## config.mk

```make
export PLATFORM = sky130hd
export DESIGN_NAME = booth_divider
export DESIGN_NICKNAME = d
export VERILOG_FILES = /design/src/rtl/booth_divider.sv
export SDC_FILE = /design/constraint.sdc
export NUM_CORES = 1
export LEC_CHECK = 0
export ABC_CLOCK_PERIOD_IN_PS = 4030
export CAP_MARGIN = 20
export CORE_ASPECT_RATIO = 0.7
export CORE_MARGIN = 8
export CORE_UTILIZATION = 25
export CTS_CLUSTER_DIAMETER = 30
export DETAILED_ROUTE_END_ITERATION = 7
export HOLD_SLACK_MARGIN = 0.05
export PLACE_DENSITY_LB_ADDON = 0.08
export REMOVE_ABC_BUFFERS = 1
export SKIP_CTS_REPAIR_TIMING = 1
export SLEW_MARGIN = 20
export SYNTH_ARGS = -nofsm -noshare
export SYNTH_HDL_FRONTEND = slang
export SYNTH_SLANG_ARGS = --single-unit
export TNS_END_PERCENT = 1
```

## constraint.sdc

```tcl
create_clock -name clk -period 4.03 [get_ports clk]
set_clock_uncertainty 0.05 [all_clocks]
set_input_delay 0.6045 -clock clk [delete_from_list [all_inputs] [get_ports clk]]
set_output_delay 0.6045 -clock clk [all_outputs]
set_load 0.005 [all_outputs]
```

## src/rtl/booth_divider.sv

```systemverilog
`default_nettype none
// ============================================================================
// booth_divider : sequential signed 2N/N restoring divider, one bit per clock
// Revision 1.0
// ============================================================================
module booth_divider #(
  parameter int N = 9
) (
  input  logic           clk,
  input  logic           reset,
  input  logic           start,
  input  logic [2*N-1:0] dividend,
  input  logic [N-1:0]   divisor,
  output logic           busy,
  output logic           done,
  output logic [2*N-1:0] quotient,
  output logic [N-1:0]   remainder,
  output logic           div_by_zero,
  output logic           overflow
);

  localparam int CW = $clog2(2*N);
  localparam logic [2*N-1:0] C_MIN = {1'b1, {(2*N-1){1'b0}}};

  typedef enum logic [1:0] {
    S_IDLE   = 2'd0,
    S_DIVIDE = 2'd1,
    S_FIXUP  = 2'd2,
    S_DONE   = 2'd3
  } state_t;

  state_t          r_state;
  logic [2*N-1:0]  r_dvd;    // dividend magnitude, quotient bits shift in at the LSB
  logic [N-1:0]    r_rem;
  logic [N-1:0]    r_dmag;
  logic [CW-1:0]   r_count;
  logic            r_neg_q;
  logic            r_neg_r;
  logic            r_zero;
  logic            r_ovf;

  logic [2*N-1:0]  w_dvd_mag;
  logic [N-1:0]    w_dvs_mag;
  logic [N:0]      w_shift;
  logic [N+1:0]    w_diff;
  logic [2*N-1:0]  w_q_fix;
  logic [N-1:0]    w_r_fix;

  assign w_dvd_mag = dividend[2*N-1] ? -dividend : dividend;
  assign w_dvs_mag = divisor[N-1]    ? -divisor  : divisor;

  // The partial remainder stays below |divisor| <= 2^(N-1), so one extra bit
  // covers the shifted value and a second one carries the borrow.
  assign w_shift = {r_rem, r_dvd[2*N-1]};
  assign w_diff  = {1'b0, w_shift} - {2'b00, r_dmag};

  assign w_q_fix = r_neg_q ? -r_dvd : r_dvd;
  assign w_r_fix = r_neg_r ? -r_rem : r_rem;

  always_ff @(posedge clk or posedge reset) begin
    if (reset) begin
      r_state     <= S_IDLE;
      r_dvd       <= '0;
      r_rem       <= '0;
      r_dmag      <= '0;
      r_count     <= '0;
      r_neg_q     <= 1'b0;
      r_neg_r     <= 1'b0;
      r_zero      <= 1'b0;
      r_ovf       <= 1'b0;
      busy        <= 1'b0;
      done        <= 1'b0;
      quotient    <= '0;
      remainder   <= '0;
      div_by_zero <= 1'b0;
      overflow    <= 1'b0;
    end else begin
      case (r_state)
        S_IDLE, S_DONE: begin
          done <= 1'b0;
          if (start) begin
            r_dvd   <= w_dvd_mag;
            r_rem   <= '0;
            r_dmag  <= w_dvs_mag;
            r_count <= CW'(2*N-1);
            r_neg_q <= dividend[2*N-1] ^ divisor[N-1];
            r_neg_r <= dividend[2*N-1];
            r_zero  <= (divisor == '0);
            r_ovf   <= (dividend == C_MIN) && (divisor == '1);
            busy    <= 1'b1;
            r_state <= S_DIVIDE;
          end else begin
            r_state <= S_IDLE;
          end
        end

        S_DIVIDE: begin
          if (!w_diff[N+1]) begin
            r_rem <= w_diff[N-1:0];
          end else begin
            r_rem <= w_shift[N-1:0];
          end
          r_dvd <= {r_dvd[2*N-2:0], ~w_diff[N+1]};
          if (r_count == '0) begin
            r_state <= S_FIXUP;
          end else begin
            r_count <= r_count - CW'(1);
          end
        end

        S_FIXUP: begin
          if (r_zero) begin
            quotient    <= '1;
            remainder   <= '0;
            div_by_zero <= 1'b1;
            overflow    <= 1'b0;
          end else if (r_ovf) begin
            quotient    <= C_MIN;
            remainder   <= '0;
            div_by_zero <= 1'b0;
            overflow    <= 1'b1;
          end else begin
            quotient    <= w_q_fix;
            remainder   <= w_r_fix;
            div_by_zero <= 1'b0;
            overflow    <= 1'b0;
          end
          done    <= 1'b1;
          busy    <= 1'b0;
          r_state <= S_DONE;
        end

        default: r_state <= S_IDLE;
      endcase
    end
  end

endmodule
`default_nettype wire
```

; After elaboration in Yosys (flattened, before gate mapping)
; Cells that the tools add are included.
[word_totals]
reg_bits = 78
in_bits = 30
output_inout_bits = 31
word_cells = 67
[op_classes]
addsub = 6
eq_ne = 8
muxes = 25
bitwise_logic = 2
reduce_logical = 11
[ops]
columns = operator, n
row1 = $mux 18, 5
row2 = $mux 9, 6
row3 = $neg 18->18, 2
row4 = $pmux 18 s2, 1
row5 = $eq 18x18->1 const B, 1
row6 = $neg 9->9, 2
row7 = $pmux 9 s2, 1
row8 = $sub 10x9->11, 1
row9 = $mux 5, 2
row10 = $pmux 5 s2, 1
row11 = $eq 9x9->1 const B, 1
row12 = $logic_not 9->1, 1
row13 = $ne 2x2->1 const B, 3
row14 = $pmux 2 s3, 1
row15 = $reduce_and 2->1, 3
row16 = $logic_not 5->1, 1
row17 = $mux 1, 5
row18 = $sub 5x1->5 const B, 1
row19 = $eq 2x2->1 const B, 2
row20 = $pmux 1 s2, 2
row21 = $reduce_bool 2->1, 2
row22 = $reduce_and 3->1, 1
row23 = $eq 2x1->1 const B, 1
row24 = $logic_not 2->1, 1
row25 = other kinds (5), 5

; Longest topological paths before layout
[logic_depth]
word_depth = 4
mapped_depth = 10
ltp_nobuf = 9

; Least setup slack after synthesis
; OpenSTA, ideal clock, no wires.
[synth_timing]
kind = register -> register
from = register r_rem[6]
to = register r_rem[1]
setup_time_ns = 0.135
arrival_ns = 1.949
required_time_ns = 3.845
slack_ns = 1.896
path_stages_with_launch = 8
path_buffers = 1
synth_period_minus_slack_ns = 2.134
path_cell_list = dfrtp_1 > ha_1 > a21o_1 > a2111oi_0 > a21boi_2 > buf_4 > mux2i_1 > o22ai_1
[synth_between]
elab_chain_len = 3
[synth_rtl]
columns = element, line
row1 = from (decl), 34  ; logic [N-1:0] r_rem;
row2 = from (signal assigned), 99  ; r_rem <= w_diff[N-1:0];
row3 = from (signal assigned), 101  ; r_rem <= w_shift[N-1:0];
row4 = $sub 10x9->11, 55  ; assign w_diff = {1'b0, w_shift} - {2'b00, r_dmag};
row5 = $mux 9, 98  ; if (!w_diff[N+1]) begin
row6 = $pmux 9 s2, 78  ; case (r_state)
; No other way between the ends.
; A chain may end at the register's enable or synchronous reset.

; Worst setup path in the final report
[layout_timing]
from = register r_dvd[17]
to = register r_rem[0]
[layout_between]
elab_chain_len = 3
[layout_rtl]
columns = element, line
row1 = from (decl), 33  ; logic [2*N-1:0] r_dvd;
row2 = from (signal assigned), 82  ; r_dvd <= w_dvd_mag;
row3 = from (signal assigned), 103  ; r_dvd <= {r_dvd[2*N-2:0], ~w_diff[N+1]};
row4 = $sub 10x9->11, 55
row5 = $mux 9 (*), 98
row6 = $pmux 9 s2 (*), 78
; Mark *: on every way between the ends. The rest lies on a longest branch, timed or not.

==> flow_summary_export.csv <==
group,metric,value,unit
outcome,outcome,"completed",
drt,vias,4065,
cells_and_area,fin_nets,640,
grt,grt-ovfl-total,0,
timing,maxSlewViolCount,0,
floorplan,die_width,183,µm
pwr,power_density,854,nW/µm²
timing,setup_tns,0,ns
grt,antenna_found_initial,0,
setup_path,end_kind,"register",
timing,hold_viol_final,0,
floorplan,initial_core_util,25.6,%
setup_path,cp_common_cell,"inv_1",
drt,drt_pass1_iterations,4,
cells_and_area,fill_cells,1989,
drt,via_per_inst,4.73,
grt,grt_use_total,12.0,%
cells_and_area,final_common_cell,"dfrtp_1",
synthesis,ys_async_sr_fraction,100,%
drt,ant_nets,0,
setup_path,criticalPathCategory,"reg2reg",
synthesis,synth_seq_cells,78,
timing,max_freq,0.388,GHz
synthesis,synth_top_cell_by_area,"dfrtp_1",
cts,clk_latency,0.35,ns
grt,grt_max_degree,40,
synthesis,synth.distinct_cells,60,
pwr,p_leak,2.52,nW
synthesis,ys_seq_area_share,40.1,%
setup_path,startpoint,"r_dvd[17]$_DFFE_PP0P_",
place,port_buffers,60,
drt,wl_per_cell,16.6,µm
synthesis,syn_area,4860,µm²
floorplan,rows,42,
synthesis,synthFlopType,"dfrtp_1",
run,cap_violations,0,
setup_path,critPathLaunchType,"register",
setup_path,worst-path-buf-inv,2,
cells_and_area,final_cell_mix,"dfrtp_1 (78), clkdlybuf4s50_1 (60), inv_1 (51), nand2_1 (47), o21ai_0 (43)",
worst_hold_path,min_path_type,"reg2reg",
cts,htreeDepth,3,
timing,period_share,64.0,%
cts,clk_pin_slew,0.06,ns
drt,drc_errors,0,
pwr,power.total,5.16,mW
timing,finalSetupViolCount,0,
setup_path,slowest_stage,"a21boi_2",
pwr,ir_drop,0.000301,V
timing,worst_slew_pin_slew,0.794,ns
floorplan,die_h,133,µm
setup_path,cp_cell_sequence,"inv_1 > ha_1 > inv_1 > fa_1 > a21oi_1 > o21ai_0 > a21boi_2 > mux2i_1 > a22o_1",
cts,cts_tree,"built",
cells_and_area,diodes,0,
floorplan,die_area,24200,µm²
synthesis,synth-edff-count,0,
synthesis,synthTopCellsByArea,"dfrtp_1 (40%), xor2_1 (6.1%), ha_1 (4.9%)",
place,gp_congestion,0.828,
floorplan,core,19000,µm²
cts,cts.sinks,78,
place,hpwlAfterDp,10.9,mm
worst_hold_path,hold_start,"r_dmag[5]$_DFFE_PP0P_",
setup_path,cp.required,4.21,ns
floorplan,io-pin-count,61,
cells_and_area,area_growth,24.1,%
drt,drtIter0Drc,188,
cells_and_area,layout-drive-gt1-share,6.55,%
cts,clockBufferDepth,2,
synthesis,syn_avg_cell_area,9.01,µm²
setup_path,reg2reg_from,"r_dvd[17]$_DFFE_PP0P_",
timing,rsz0062_at_grt,"no",
cts,cts_root_buffer,"clkbuf_16",
cts,cts_buffers,9,
synthesis,yosys_warnings,0,
drt,finalWirelength,14.3,mm
timing,fin_crit,2.58,ns
grt,grt_pass1_vias,4044,
synthesis,synthCells,540,
grt,grt_pass1_wl,23.0,mm
setup_path,cp_top_family,"compound AO/OA/AOI/OAI gates",
setup_path,critPathArrivalTime,2.76,ns
setup_path,cp_max_fo,11,
synthesis,synth_top_area_share,40.1,%
timing,slew_headroom,46.9,%
setup_path,critical-path-max-stage-delay,0.56,ns
## final cells by class
type	instances	area (µm²)	area share, %
clock inverter	4	45.0	0.746
timing repair buffer	68	661	10.9
clock buffer	12	256	4.25
sequential	78	1950	32.3
inverter	52	195	3.23
tap	264	330	5.47
multi-input combinational	381	2590	43.0
## per-layer routing
layer / up-vias / part of all wire (%) / global-route usage, %
met5: - / 0 / 0
met4: 0 / 1.0 / 2.68
met3: 11 / 6.5 / 3.91
met2: 90 / 39 / 16.0
met1: 1938 / 54 / 18.1
li1: 2026 / - / -
## through the flow
step | area, µm² | setup WS [ns] | util [%] | hold WS, ns | instances
3_5_place_dp | 5730 | 1.31 | 30.2 | 0.427 | 843
6_report | 6030 | 1.45 | 31.8 | 0.438 | 859
2_1_floorplan | 4740 | 1.38 | - | 0.400 | 511
3_3_place_gp | 5730 | 1.31 | 30.2 | 0.421 | 843
5_1_grt | 6030 | 1.19 | 31.8 | 0.462 | 859
4_1_cts | 6030 | 1.45 | 31.8 | 0.442 | 859
## where the power goes
group	total (mW)	internal [mW]	switching, mW
Sequential	1.50	1.13	0.379
Clock	0.844	0.511	0.333
Combinational	2.81	1.25	1.56
## cell usage after synthesis (7+ instances only)
master / instances
o22ai_1: 21
nor2_1: 30
o31ai_1: 16
a21oi_1: 36
o221ai_1: 11
xnor2_1: 15
nand2_1: 47
ha_1: 19
nor3_1: 7
nand2b_1: 7
mux2i_1: 14
nand3_1: 7
inv_1: 52
clkbuf_1: 23
xor2_1: 34
o21ai_0: 43
dfrtp_1: 78
## final timing paths
check / endpoint / cells after the start / slack [ns]
worst max-delay path: r_rem[0]$_DFFE_PP0P_ / 9 / 1.45
min in group asynchronous: remainder[0]$_DFFE_PP0P_ / 2 / 0.58
worst min-delay path: r_dmag[5]$_DFFE_PP0P_ / 2 / 0.44
worst max register to register: r_rem[0]$_DFFE_PP0P_ / 9 / 1.45
worst min register to register: r_dmag[5]$_DFFE_PP0P_ / 2 / 0.44
max in group asynchronous: r_dvd[2]$_DFFE_PP0P_ / 3 / 2.48
## state kept, by name (all words and copies together), names as in the netlist, 2 cells and up
signal	flops
r_state	2
r_dvd	18
r_rem	9
r_count	5
r_dmag	9
quotient	18
remainder	9
## worst reg2reg max path, delay by kind of cell (launching register included)
family,cells,cell delay (ns)
muxes,1,0.16
AOI/OAI and AO/OA,4,1.14
DFF,1,0.40
adders and majority gates,2,0.58
buffers and inverters,2,0.14
## cells by family (layout without fill, tap and decap cells)
logic type | count (synthesis) | count (layout) | share of synthesized area [%]
compound gates | 165 | 165 | 22.1
xor+xnor | 49 | 49 | 8.82
fa+ha+maj | 20 | 20 | 5.30
buf+inv | 81 | 136 | 6.51
flops | 78 | 78 | 40.1
mux | 16 | 16 | 3.34
simple gates | 131 | 131 | 13.8
Note: power is estimated with default switching activity, not from simulation.
